File: src/rtl/line_rasterizer.sv
// Bresenham line rasterizer feeding a framebuffer one pixel per clock; LINE_RASTERIZER_CLIP_EN masks writes outside 640x480.
// Latency: first pixel_write two edges after start is accepted, done one cycle after the last pixel.
// Backpressure: none; start is ignored unless the engine is idle.
module line_rasterizer #(
    parameter int X_W = 10,
    parameter int Y_W = 9
) (
    input  logic           clk,
    input  logic           reset_n,
    input  logic           start,
    input  logic [X_W-1:0] x0,
    input  logic [X_W-1:0] x1,
    input  logic [Y_W-1:0] y0,
    input  logic [Y_W-1:0] y1,
    input  logic           color_in,
    output logic [X_W-1:0] x,
    output logic [Y_W-1:0] y,
    output logic           pixel_color,
    output logic           pixel_write,
    output logic           busy,
    output logic           done
);
    localparam int C_W = (X_W > Y_W) ? X_W : Y_W;
    localparam int E_W = C_W + 2;

    typedef logic [C_W-1:0]        coord_t;
    typedef logic signed [E_W-1:0] err_t;
    typedef enum logic [1:0] {IDLE, SETUP, DRAW, DONE} state_t;

`ifdef LINE_RASTERIZER_CLIP_EN
    localparam logic [C_W:0] X_LIM = (C_W+1)'(640);
    localparam logic [C_W:0] Y_LIM = (C_W+1)'(480);
`endif

    state_t         state_q, state_d;
    coord_t         ex0_q, ex1_q, ey0_q, ey1_q;
    coord_t         ex0_d, ex1_d, ey0_d, ey1_d;
    logic           color_q, color_d;
    logic           steep_q, steep_d;
    logic           yneg_q, yneg_d;
    coord_t         major_q, major_d;
    coord_t         major_end_q, major_end_d;
    coord_t         minor_q, minor_d;
    coord_t         dx_q, dx_d;
    coord_t         dy_q, dy_d;
    err_t           err_q, err_d;
    logic [X_W-1:0] x_d;
    logic [Y_W-1:0] y_d;
    logic           pixel_color_d, pixel_write_d, busy_d, done_d;

    coord_t adx, ady, a0, a1, b0, b1, sa0, sa1, sb0, sb1, dx_c, dy_c;
    logic   steep_c, swap_c;

    // Setup arithmetic on the captured endpoints: pick major axis, then order along it.
    always_comb begin
        adx     = (ex0_q >= ex1_q) ? ex0_q - ex1_q : ex1_q - ex0_q;
        ady     = (ey0_q >= ey1_q) ? ey0_q - ey1_q : ey1_q - ey0_q;
        steep_c = ady > adx;
        a0      = steep_c ? ey0_q : ex0_q;
        a1      = steep_c ? ey1_q : ex1_q;
        b0      = steep_c ? ex0_q : ey0_q;
        b1      = steep_c ? ex1_q : ey1_q;
        swap_c  = a0 > a1;
        sa0     = swap_c ? a1 : a0;
        sa1     = swap_c ? a0 : a1;
        sb0     = swap_c ? b1 : b0;
        sb1     = swap_c ? b0 : b1;
        dx_c    = sa1 - sa0;
        dy_c    = (sb1 >= sb0) ? sb1 - sb0 : sb0 - sb1;
    end

    coord_t px, py;
    err_t   err_add;

    always_comb begin
        px      = steep_q ? minor_q : major_q;
        py      = steep_q ? major_q : minor_q;
        err_add = err_q + err_t'(dy_q);

        state_d       = state_q;
        ex0_d         = ex0_q;
        ex1_d         = ex1_q;
        ey0_d         = ey0_q;
        ey1_d         = ey1_q;
        color_d       = color_q;
        steep_d       = steep_q;
        yneg_d        = yneg_q;
        major_d       = major_q;
        major_end_d   = major_end_q;
        minor_d       = minor_q;
        dx_d          = dx_q;
        dy_d          = dy_q;
        err_d         = err_q;
        x_d           = x;
        y_d           = y;
        pixel_color_d = pixel_color;
        pixel_write_d = 1'b0;
        busy_d        = 1'b0;
        done_d        = 1'b0;

        case (state_q)
            IDLE: begin
                if (start) begin
                    state_d = SETUP;
                    ex0_d   = coord_t'(x0);
                    ex1_d   = coord_t'(x1);
                    ey0_d   = coord_t'(y0);
                    ey1_d   = coord_t'(y1);
                    color_d = color_in;
                    busy_d  = 1'b1;
                end
            end
            SETUP: begin
                state_d     = DRAW;
                steep_d     = steep_c;
                yneg_d      = sb1 < sb0;
                major_d     = sa0;
                major_end_d = sa1;
                minor_d     = sb0;
                dx_d        = dx_c;
                dy_d        = dy_c;
                err_d       = -err_t'(dx_c >> 1);
                busy_d      = 1'b1;
            end
            DRAW: begin
                busy_d        = 1'b1;
                x_d           = X_W'(px);
                y_d           = Y_W'(py);
                pixel_color_d = color_q;
`ifdef LINE_RASTERIZER_CLIP_EN
                // Off-screen pixels still consume their cycle so done timing is unchanged.
                pixel_write_d = ({1'b0, px} < X_LIM) && ({1'b0, py} < Y_LIM);
`else
                pixel_write_d = 1'b1;
`endif
                major_d = major_q + coord_t'(1);
                if (!err_add[E_W-1]) begin
                    minor_d = yneg_q ? minor_q - coord_t'(1) : minor_q + coord_t'(1);
                    err_d   = err_add - err_t'(dx_q);
                end else begin
                    err_d   = err_add;
                end
                if (major_q == major_end_q) begin
                    state_d = DONE;
                end
            end
            DONE: begin
                busy_d  = 1'b1;
                done_d  = 1'b1;
                state_d = IDLE;
            end
            default: state_d = IDLE;
        endcase
    end

    always_ff @(posedge clk or negedge reset_n) begin
        if (!reset_n) begin
            state_q     <= IDLE;
            ex0_q       <= '0;
            ex1_q       <= '0;
            ey0_q       <= '0;
            ey1_q       <= '0;
            color_q     <= 1'b0;
            steep_q     <= 1'b0;
            yneg_q      <= 1'b0;
            major_q     <= '0;
            major_end_q <= '0;
            minor_q     <= '0;
            dx_q        <= '0;
            dy_q        <= '0;
            err_q       <= '0;
            x           <= '0;
            y           <= '0;
            pixel_color <= 1'b0;
            pixel_write <= 1'b0;
            busy        <= 1'b0;
            done        <= 1'b0;
        end else begin
            state_q     <= state_d;
            ex0_q       <= ex0_d;
            ex1_q       <= ex1_d;
            ey0_q       <= ey0_d;
            ey1_q       <= ey1_d;
            color_q     <= color_d;
            steep_q     <= steep_d;
            yneg_q      <= yneg_d;
            major_q     <= major_d;
            major_end_q <= major_end_d;
            minor_q     <= minor_d;
            dx_q        <= dx_d;
            dy_q        <= dy_d;
            err_q       <= err_d;
            x           <= x_d;
            y           <= y_d;
            pixel_color <= pixel_color_d;
            pixel_write <= pixel_write_d;
            busy        <= busy_d;
            done        <= done_d;
        end
    end
endmodule

File: config.mk
export PLATFORM = sky130hd
export DESIGN_NAME = line_rasterizer
export DESIGN_NICKNAME = d
export VERILOG_FILES = /design/src/rtl/line_rasterizer.sv
export SDC_FILE = /design/constraint.sdc
export NUM_CORES = 1
export LEC_CHECK = 0
export ABC_AREA = 1
export BUFFER_PORTS_ARGS = -buffer_cell sky130_fd_sc_hd__clkbuf_2
export CAP_MARGIN = 20
export CORE_MARGIN = 5
export CORE_UTILIZATION = 45
export DETAILED_ROUTE_END_ITERATION = 10
export PLACE_DENSITY = 0.72
export SLEW_MARGIN = 30
export SYNTH_ARGS = -nofsm -noshare
export SYNTH_HDL_FRONTEND = slang
export SYNTH_SLANG_ARGS = --single-unit
export TNS_END_PERCENT = 50
File: constraint.sdc
create_clock -name clk -period 9.2 [get_ports clk]
set_input_delay 1.38 -clock clk [delete_from_list [all_inputs] [get_ports clk]]
set_output_delay 1.38 -clock clk [all_outputs]
set_load 0.05 [all_outputs]
==> results.md, run 1 <==
* Synth Instances at 1548
* DR iter-0 viols at 1129
* Clock buffer depth at 2
* Crit path top cell by count: inv_1
* Hold_buf cts at 0
* Share of layout cells above drive strength 1 at 10.4%
* CP peak stage delay at 460 ps
* Post-CTS setup buffer count at 0
* Max-slew headroom at 46.5%
* Layout Skew at 13.1 ps
* CTS tree: built
* DIE WIDTH at 166 µm
* Critical path launch point type: flip-flop
* RSZ-0062 raised after global routing: no
* Critical path endpoint category: flip-flop
* Post-synth net total at 1709
* Hold Crit Class: flip-flop to flip-flop
* EDFF count, synth at 0
* Avg Inst Size Synth at 7.12 µm²
* # setup viols final at 0
* CP max FO at 32
* Clock Sinks at 128
* Syn Std Cell Area at 0.0110 mm²
* Total GRT Usage at 22.1%
* First-pass GRT wire length at 50200 µm
* Outcome: finished clean
* Routed wire length per instance at 16.2 µm
* R2R Path Start: ex0_q[5]$_DFFE_PN0P_
* Post-Route WL at 31100 µm
* Post-synth ARST share at 100%
* TritonRoute pass-1 iters at 5
* FF-to-FF setup slack at 710 ps
* Slowest-stage cell, CP: ha_1
* Diode count at 0
* CTS Buf Count at 17
* Clock Tree Root: clkbuf_16
* Vias in the first global route at 9718
* Setup TNS at 0 ps
* Worst EP arrival at 8850 ps
* Grt ovf at 0
* # IOs at 65
* Starting Density at 45.4%
* Layout area overhead at 10.7%
* Max Freq at 0.118 GHz
* Slew @ Worst Pin at 794 ps
* RD Place Congestion at 0.944
* Most used DFF post-synth: dfrtp_1
* DP Wirelength at 23400 µm
* PortBufs at 64
* Slew Limit Fails at 0
* #FFs+latches synth at 128
* Final period util at 92.3%
* Clock insertion delay at the later pin of the skew report at 430 ps
* Die Y at 166 µm
* Seq/Total Area, Yosys at 29.1%
* Initial antenna violation count at 0
* Drt drc at 0
* CP startpoint: ex0_q[5]$_DFFE_PN0P_
* Endpoints failing hold at 0
* # rows at 57
* Layout Nets at 1745
* Post-synth cell types at 51
* Max cap viols at 0
* DIE AREA at 0.0277 mm²
* Syn. warnings at 0
* Vias per cell at 5.39
* Clock transition at the registers of the reported paths at 60 ps
* Hold path start: pixel_color$_DFFE_PN0P_
* Largest net degree at the start of global routing at 78
* WS Path Type: flip-flop to flip-flop
* Core area at 0.0242 mm²
* Critical path required time at 9560 ps
* H-tree levels at 4
* Final min period at 8490 ps
* Detail Route Antenna Nets at 0
* Vias at 10300
[final timing paths]
kind / endpoint / cells past startpoint
max: dy_q[9]$_DFFE_PN0P_ / 43
min: pixel_color$_DFFE_PN0P_ / 2
max reg2reg: dy_q[9]$_DFFE_PN0P_ / 43
min reg2reg: pixel_color$_DFFE_PN0P_ / 2
max in group asynchronous: steep_q$_DFFE_PN0P_ / 2
min in group asynchronous: done$_DFF_PN0_ / 1
[registers in the layout, summed over array words and instances, names as in the netlist, 10 cells and up]
| register | cells |
|---|---|
| minor_q | 10 |
| dy_q | 10 |
| ex0_q | 10 |
| major_q | 10 |
| dx_q | 10 |
| x | 10 |
| major_end_q | 10 |
| ex1_q | 10 |
| err_q | 12 |
[metrics by stage]
step	util, %	worst slack (ps)	hold slack (ps)	instances	instance area, µm²
6_report	50.3	707	471	1920	12200
5_1_grt	50.3	92.2	509	1920	12200
4_1_cts	50.1	12.7	476	1918	12100
3_5_place_dp	47.7	57.4	462	1887	11600
3_3_place_gp	47.7	449	460	1887	11600
2_1_floorplan	-	1110	444	1548	11000
[cell usage in the layout (no fill, tap or decap), types with 5 or more instances in the layout]
| cell | instances |
|---|---|
| nor2_4 | 5 |
| xnor2_1 | 24 |
| a21oi_1 | 135 |
| or2_2 | 8 |
| fa_1 | 9 |
| inv_1 | 194 |
| mux2i_1 | 7 |
| nand3_1 | 56 |
| nand4_1 | 11 |
| a31oi_1 | 12 |
| nand2_2 | 15 |
| nor3_1 | 5 |
| clkbuf_2 | 63 |
| a21oi_2 | 5 |
| clkbuf_16 | 17 |
| nand2_1 | 355 |
| xor2_1 | 34 |
| ha_1 | 109 |
| o21ai_0 | 160 |
| buf_4 | 8 |
| nor2_1 | 120 |
| o21ai_1 | 14 |
| dfrtp_1 | 127 |
| o21bai_1 | 5 |
| nand3_2 | 5 |
| o211ai_1 | 21 |
| inv_2 | 5 |
[synthesized netlist by cell type (all sizes together), types with 5 or more instances]
cell      n  area [µm²]
a21oi   140         719
a31oi    12        75.1
buf      10        72.6
clkbuf   48         180
dfrtp   128        3200
fa        9         180
ha      110        1380
inv     199         747
mux2i     7        70.1
nand2   374        1470
nand3    64         378
nand4    13         111
nor2    127         517
nor3      5        25.0
o211ai   21         158
o21ai   175         880
o21bai    5        37.5
or2       9        56.3
xnor2    24         210
xor2     34         298
[critical path: cells and delay by family (launching register included)]
family | cells | cell delay, ps
buf+inv | 7 | 720
flops | 1 | 370
xor+xnor | 2 | 310
fa+ha+maj | 4 | 1510
simple gates | 18 | 3050
compound gates | 12 | 2440
[metal layers]
metal / global-route usage (%) / wire length [µm] / vias up
met4: 8.54 / 1010 / 0
met3: 2.49 / 1710 / 63
met1: 31.3 / 14500 / 4770
met5: 0 / 0 / -
met2: 34.6 / 13800 / 357
li1: - / - / 5154
[final cells by class]
cell class / count / area [µm²]
clock inverter: 13 / 138
sequential: 128 / 3200
inverter: 201 / 754
clock buffer: 18 / 439
fill: 2347 / 12000
multi-input combinational: 1163 / 6860
tap: 324 / 405
timing repair buffer: 73 / 398
[cells by family (layout without fill, tap and decap cells)]
group	Yosys count	in the layout	synth area share [%]
xor gates and xnor gates	58	58	4.61
muxes	8	8	0.738
buffers and inverters	259	305	9.14
AOI/OAI and AO/OA	379	379	18.8
and+or+nand+nor	597	599	23.5
adders and majority gates	119	119	14.1
DFF	128	128	29.1
[timing repair]
item / CTS / global route
setup endpoints to repair: 0 / 9
gates resized for setup: 0 / 10
endpoints found under the hold margin: 0 / 0
Power of run 1 is left out: the tool's default activity adds up to more than one toggle a clock period on the data nets, which glitch-free logic cannot reach.
==> inputs of run 2 (changes only) <==
- MAX_ROUTING_LAYER: default -> met4
==> run 2 against run 1 <==
  * Cell area barely moved
  * Critical endpoint unchanged
  * Largest cell class unchanged
  * Non-clock buffer count rose by 2
  * Via count fell by 0.60%
  * First-iteration DRC count fell by 13%
==> results.md, run 2 (synthesis results as in run 1) <==
* Detail Route Antenna Nets at 0 (unchanged)
* Critical path's top delay family: simple AND/OR/NAND/NOR gates
* Layout Nets at 1746 (+0.057%)
* Cells on worst reg2reg path at 43 (unchanged)
* DR iter-0 viols at 978 (-13%)
* Vias at 10300 (-0.60%)
* TritonRoute pass-1 iters at 7 (+2)
* Post-Route WL at 31500 µm (+1.2%)
* Cell depth of the worst setup path at 43 (unchanged)
* Clock Sinks at 128 (unchanged)
* Buf+Inv Stages, Crit Path at 7 (unchanged)
* Die Y at 166 µm (unchanged)
* Clock transition at the registers of the reported paths at 70 ps (about the same)
* Endpoints failing hold at 0 (unchanged)
* DIE AREA at 0.0277 mm² (unchanged)
* Initial antenna violation count at 0 (unchanged)
* Routed wire length per instance at 16.4 µm (+1.1%)
* Hold Crit Depth at 2 (unchanged)
* # setup viols final at 0 (unchanged)
* Layout filler cell count at 2346 (-0.043%)
* DIE WIDTH at 166 µm (unchanged)
* Clock buffer depth at 2 (unchanged)
* # rows at 57 (unchanged)
* Largest register FFs at 12 (unchanged)
* Post-layout util at 50.3% (about the same)
* PortBufs at 64 (unchanged)
* Outcome: finished clean
* CTS Buf Count at 17 (unchanged)
* First-pass GRT wire length at 50400 µm (+0.50%)
* Dpl cell area at 0.0116 mm² (+0.13%)
* Starting Density at 45.4% (unchanged)
* Diode count at 0 (unchanged)
* Slowest-stage cell, CP: ha_1
* Clock insertion delay at the later pin of the skew report at 440 ps (about the same)
* Critical path required time at 9560 ps (about the same)
* # IOs at 65 (unchanged)
* Post-CTS setup buffer count at 0 (unchanged)
* Final instance area at 0.0122 mm² (about the same)
* Smallest hold slack at 471 ps (-0.134 ps)
* Final std cells w/o fill at 1922 (+0.10%)
* Placed instance count at 1889 (+0.11%)
* Worst EP arrival at 8860 ps (about the same)
* Final min period at 8490 ps (+0.795 ps)
* Slew Limit Fails at 0 (unchanged)
* Drt drc at 0 (unchanged)
* Hold Crit Class: flip-flop to flip-flop
* Critical path endpoint category: flip-flop
* Grt ovf at 0 (unchanged)
* Layout area overhead at 10.8% (about the same)
* Layout Skew at 13.8 ps (+0.683 ps)
* Vias per cell at 5.35 (-0.70%)
* WS Path Type: flip-flop to flip-flop
* DP Wirelength at 23900 µm (+2.0%)
* Critical path launch point type: flip-flop
* Commonest non-fill, non-tap cell in the layout: nand2_1
* Slew @ Worst Pin at 926 ps (+133 ps)
* CP max FO at 45 (+41%)
* CTS tree: built
* Core area at 0.0242 mm² (unchanged)
* Crit path top cell by count: inv_1
* Total GRT Usage at 22.9% (+0.79 points)
* Max cap viols at 0 (unchanged)
* Max Freq at 0.118 GHz (about the same)
* Vias in the first global route at 9770 (+0.54%)
* Largest net degree at the start of global routing at 78 (unchanged)
* Share of layout cells above drive strength 1 at 10.6% (+0.17 points)
* H-tree levels at 4 (unchanged)
* Max-slew headroom at 37.9% (-8.7 points)
* Clock Tree Root: clkbuf_16
* Most frequent cells in the layout: 355 x nand2_1, 194 x inv_1, 160 x o21ai_0
* Largest Register: err_q
* RD Place Congestion at 0.975 (+3.4%)
* CP peak stage delay at 430 ps (-30 ps)
* Final period util at 92.3% (about the same)
## run 2: cell types whose count changed in the layout (fill, tap and decap cells not counted), moves of 2 or more
cell	change
inv_6	+5
buf_4	+2
clkinv_2	-4
clkinv_4	-2
bufinv_16	-2
inv_8	+3
## run 2: final timing paths
path | startpoint | to | slack, ps
worst min-delay path | pixel_color$_DFFE_PN0P_ | pixel_color$_DFFE_PN0P_ | 470
worst max-delay path | ex0_q[4]$_DFFE_PN0P_ | dy_q[9]$_DFFE_PN0P_ | 710
min in group asynchronous | reset_n | state_q[0]$_DFFE_PN0P_ | 910
worst min register to register | pixel_color$_DFFE_PN0P_ | pixel_color$_DFFE_PN0P_ | 470
worst max register to register | ex0_q[4]$_DFFE_PN0P_ | dy_q[9]$_DFFE_PN0P_ | 710
max in group asynchronous | reset_n | dy_q[8]$_DFFE_PN0P_ | 7210
## run 2: through the flow
step                      worst slack (ps)  TNS, ps
after global routing                 -41.2    -41.2
final                                  706        0
after detailed placement               252        0
after floorplan                       1110        0
after CTS                              190        0
after global placement                 481        0
## run 2: cell type report
class	count	area, µm²	share of cell area (%)
well taps	324	405	3.32
flip-flops and latches	128	3200	26.2
multi-input cells	1162	6860	56.2
clock inverters	15	141	1.16
repair buffers	75	413	3.38
inverters	201	754	6.18
clock buffers	17	425	3.48
## run 2: worst reg2reg max path: cells and delay by family (launching register included)
kind	cells	cell delay, ps
and+or+nand+nor	18	3180
AOI/OAI and AO/OA	12	2360
adders and majority gates	4	1470
buffers and inverters	7	730
DFF	1	390
xor gates and xnor gates	2	280
## run 2: what timing repair did
item,4_1_cts,5_1_grt
endpoints found under the hold margin,0,0
endpoints found under the setup margin,0,9
hold buffers,0,0
gates resized for setup,0,13
## run 2: per-layer routing
| metal | vias up | track usage (%) | wire, µm |
|---|---|---|---|
| met1 | 4720 | 31.4 | 14600 |
| met5 | - | - | 0 |
| met2 | 357 | 35.3 | 14200 |
| li1 | 5154 | - | - |
| met3 | 51 | 3.01 | 1950 |
| met4 | 0 | 7.33 | 759 |
Power of run 2 is left out for the same reason.
==> inputs of run 3 (changes only) <==
- CTS_BUF_LIST: default -> sky130_fd_sc_hd__clkbuf_8
- GPL_TIMING_DRIVEN: default -> 0
- PLACE_DENSITY: 0.72 -> 0.74
- clock period: 9.2 -> 7.6 ns (I/O delays scaled with it)
==> run 3 against run 2 <==
  * Cell area grew 7.7%
  * Final cell count grew 4.4%
  * Routed wire length grew 10%
  * Sequential share of layout area shrank 1.9 points
  * Clock-buffer cell count grew 2
  * Via count grew 5.6%
  * Setup slack lost 340 ps
  * Critical path depth grew 2
  * Critical path type unchanged
  * Highest routed layer unchanged
==> results.md, run 3 (synthesis results as in run 1) <==
* CP peak stage delay at 370 ps (-60 ps)
* Hold Crit Class: flip-flop to flip-flop
* Critical path endpoint category: flip-flop
* Layout Skew at 17.2 ps (+3.47 ps)
* Vias per cell at 5.41 (+1.2%)
* Dpl cell area at 0.0118 mm² (+1.7%)
* Most frequent cells in the layout: 348 x nand2_1, 182 x inv_1, 129 x o21ai_0
* Diode count at 0 (unchanged)
* Clock transition at the registers of the reported paths at 80 ps (about the same)
* Share of layout cells above drive strength 1 at 17.6% (+7.0 points)
* Initial antenna violation count at 0 (unchanged)
* Clock buffer depth at 2 (unchanged)
* Max Freq at 0.138 GHz (+17%)
* Outcome: finished clean
* Cells on worst reg2reg path at 45 (+4.7%)
* First-pass GRT wire length at 55200 µm (+9.5%)
* Largest register FFs at 12 (unchanged)
* DP Wirelength at 26600 µm (+12%)
* Die Y at 166 µm (unchanged)
* Final instance area at 0.0131 mm² (+7.7%)
* R2R Path Start: ey0_q[5]$_DFFE_PN0P_
* Grt ovf at 0 (unchanged)
* Core area at 0.0242 mm² (unchanged)
* Clock insertion delay at the later pin of the skew report at 470 ps (+30 ps)
* PortBufs at 64 (unchanged)
* Slowest-stage cell, CP: dfrtp_1
* Layout filler cell count at 2314 (-1.4%)
* Starting Density at 45.4% (unchanged)
* Clock Sinks at 128 (unchanged)
* Max-slew headroom at 46.5% (+8.7 points)
* Vias in the first global route at 10600 (+8.6%)
* Total GRT Usage at 25.2% (+2.3 points)
* Vias at 10900 (+5.6%)
* # IOs at 65 (unchanged)
* Slew Limit Fails at 0 (unchanged)
* DIE AREA at 0.0277 mm² (unchanged)
* Hold Crit Depth at 2 (unchanged)
* Layout Nets at 1831 (+4.9%)
* # setup viols final at 0 (unchanged)
* Setup TNS at 0 ps (unchanged)
* TritonRoute pass-1 iters at 7 (unchanged)
* CP max FO at 11 (-76%)
* WS Path Type: flip-flop to flip-flop
* Smallest hold slack at 478 ps (+7.09 ps)
* Area of the multi-input gates at 0.00730 mm² (+6.3%)
* Final min period at 7230 ps (-1260 ps)
* Critical path launch point type: flip-flop
* Critical path required time at 7950 ps (-1610 ps)
* Max cap viols at 0 (unchanged)
* Drt drc at 0 (unchanged)
* Final period util at 95.1% (+2.8 points)
* Post-Route WL at 34700 µm (+10%)
* Detail Route Antenna Nets at 0 (unchanged)
* Commonest non-fill, non-tap cell in the layout: nand2_1
* DR iter-0 viols at 1002 (+2.5%)
* Post-layout util at 54.2% (+3.9 points)
* Slew @ Worst Pin at 802 ps (-124 ps)
* Hold path start: pixel_color$_DFFE_PN0P_
* FF-to-FF setup slack at 370 ps (-340 ps)
* Clock Tree Root: clkbuf_8
* Reg area at 0.00321 mm² (about the same)
* RD Place Congestion at 0.973 (-0.25%)
* Worst Hold End: pixel_color$_DFFE_PN0P_
* Largest Register: err_q
* Largest net degree at the start of global routing at 79 (+1.3%)
* Routed wire length per instance at 17.3 µm (+5.7%)
* Layout area overhead at 19.4%
* DIE WIDTH at 166 µm (unchanged)
* CTS tree: built
* Crit Reg-Reg Endpoint: dy_q[9]$_DFFE_PN0P_
* CTS Buf Count at 17 (unchanged)
* H-tree levels at 4 (unchanged)
* Endpoints failing hold at 0 (unchanged)
* Worst EP arrival at 7580 ps (-1280 ps)
* # rows at 57 (unchanged)
[run 3: cell count changes in the layout (fill, tap and decap cells not counted), moves of 11 or more]
cell,change
inv_1,-12
clkbuf_8,+22
clkbuf_1,+34
inv_2,+14
clkbuf_16,-14
ha_1,-20
buf_4,+30
ha_4,+11
o21ai_2,+15
o21ai_0,-31
[run 3: how the worst max path moves through the flow]
stage,startpoint,endpoint,slack (ps),cells past startpoint
final,ey0_q[5]$_DFFE_PN0P_,dy_q[9]$_DFFE_PN0P_,370,45
after global routing,ey0_q[0]$_DFFE_PN0P_,dy_q[9]$_DFFE_PN0P_,-50,49
after CTS,ey0_q[0]$_DFFE_PN0P_,dy_q[9]$_DFFE_PN0P_,3,49
after detailed placement,ex0_q[4]$_DFFE_PN0P_,dy_q[9]$_DFFE_PN0P_,-2070,50
after global placement,ex0_q[4]$_DFFE_PN0P_,dy_q[6]$_DFFE_PN0P_,-1950,50
after floorplan,ex0_q[3]$_DFFE_PN0P_,dy_q[6]$_DFFE_PN0P_,10,51
[run 3: final cells by class]
| type | count | area share, % |
|---|---|---|
| inverters | 201 | 5.74 |
| clock buffers | 19 | 1.99 |
| well taps | 324 | 3.08 |
| multi-input cells | 1162 | 55.5 |
| plain buffers | 53 | 2.74 |
| clock inverters | 12 | 1.39 |
| flip-flops and latches | 128 | 24.4 |
| repair buffers | 107 | 5.17 |
[run 3: per-stage QoR]
stage | setup slack [ps] | cells
6_report | 370 | 2006
5_1_grt | -50.1 | 2006
4_1_cts | 2.88 | 1986
3_5_place_dp | -2070 | 1937
3_3_place_gp | -1950 | 1936
2_1_floorplan | 12.0 | 1548
[run 3: per-layer routing]
layer | wire (µm) | track usage, %
met1 | 15000 | 32.4
met2 | 16400 | 40.8
met3 | 2240 | 3.91
met4 | 1150 | 8.54
met5 | 0 | -
[run 3: worst max-delay path, delay by kind of cell, from the launching register on]
kind                     cells  cell delay (ps)
AND/OR/NAND/NOR             15             1840
XOR/XNOR                     2              310
adder cells (fa/ha/maj)      4             1200
AO/OA/AOI/OAI               15             2350
flip-flops                   1              370
buffers and inverters        9             1010
[run 3: what timing repair did]
action / in CTS / in global routing
setup buffers: 21 / 19
hold buffers: 0 / 0
hold endpoints to repair: 0 / 0
resized for setup: 116 / 68
gates cloned: 1 / 2
setup endpoints to repair: 25 / 13
pin swaps: 22 / 26
Power of run 3 is left out for the same reason.
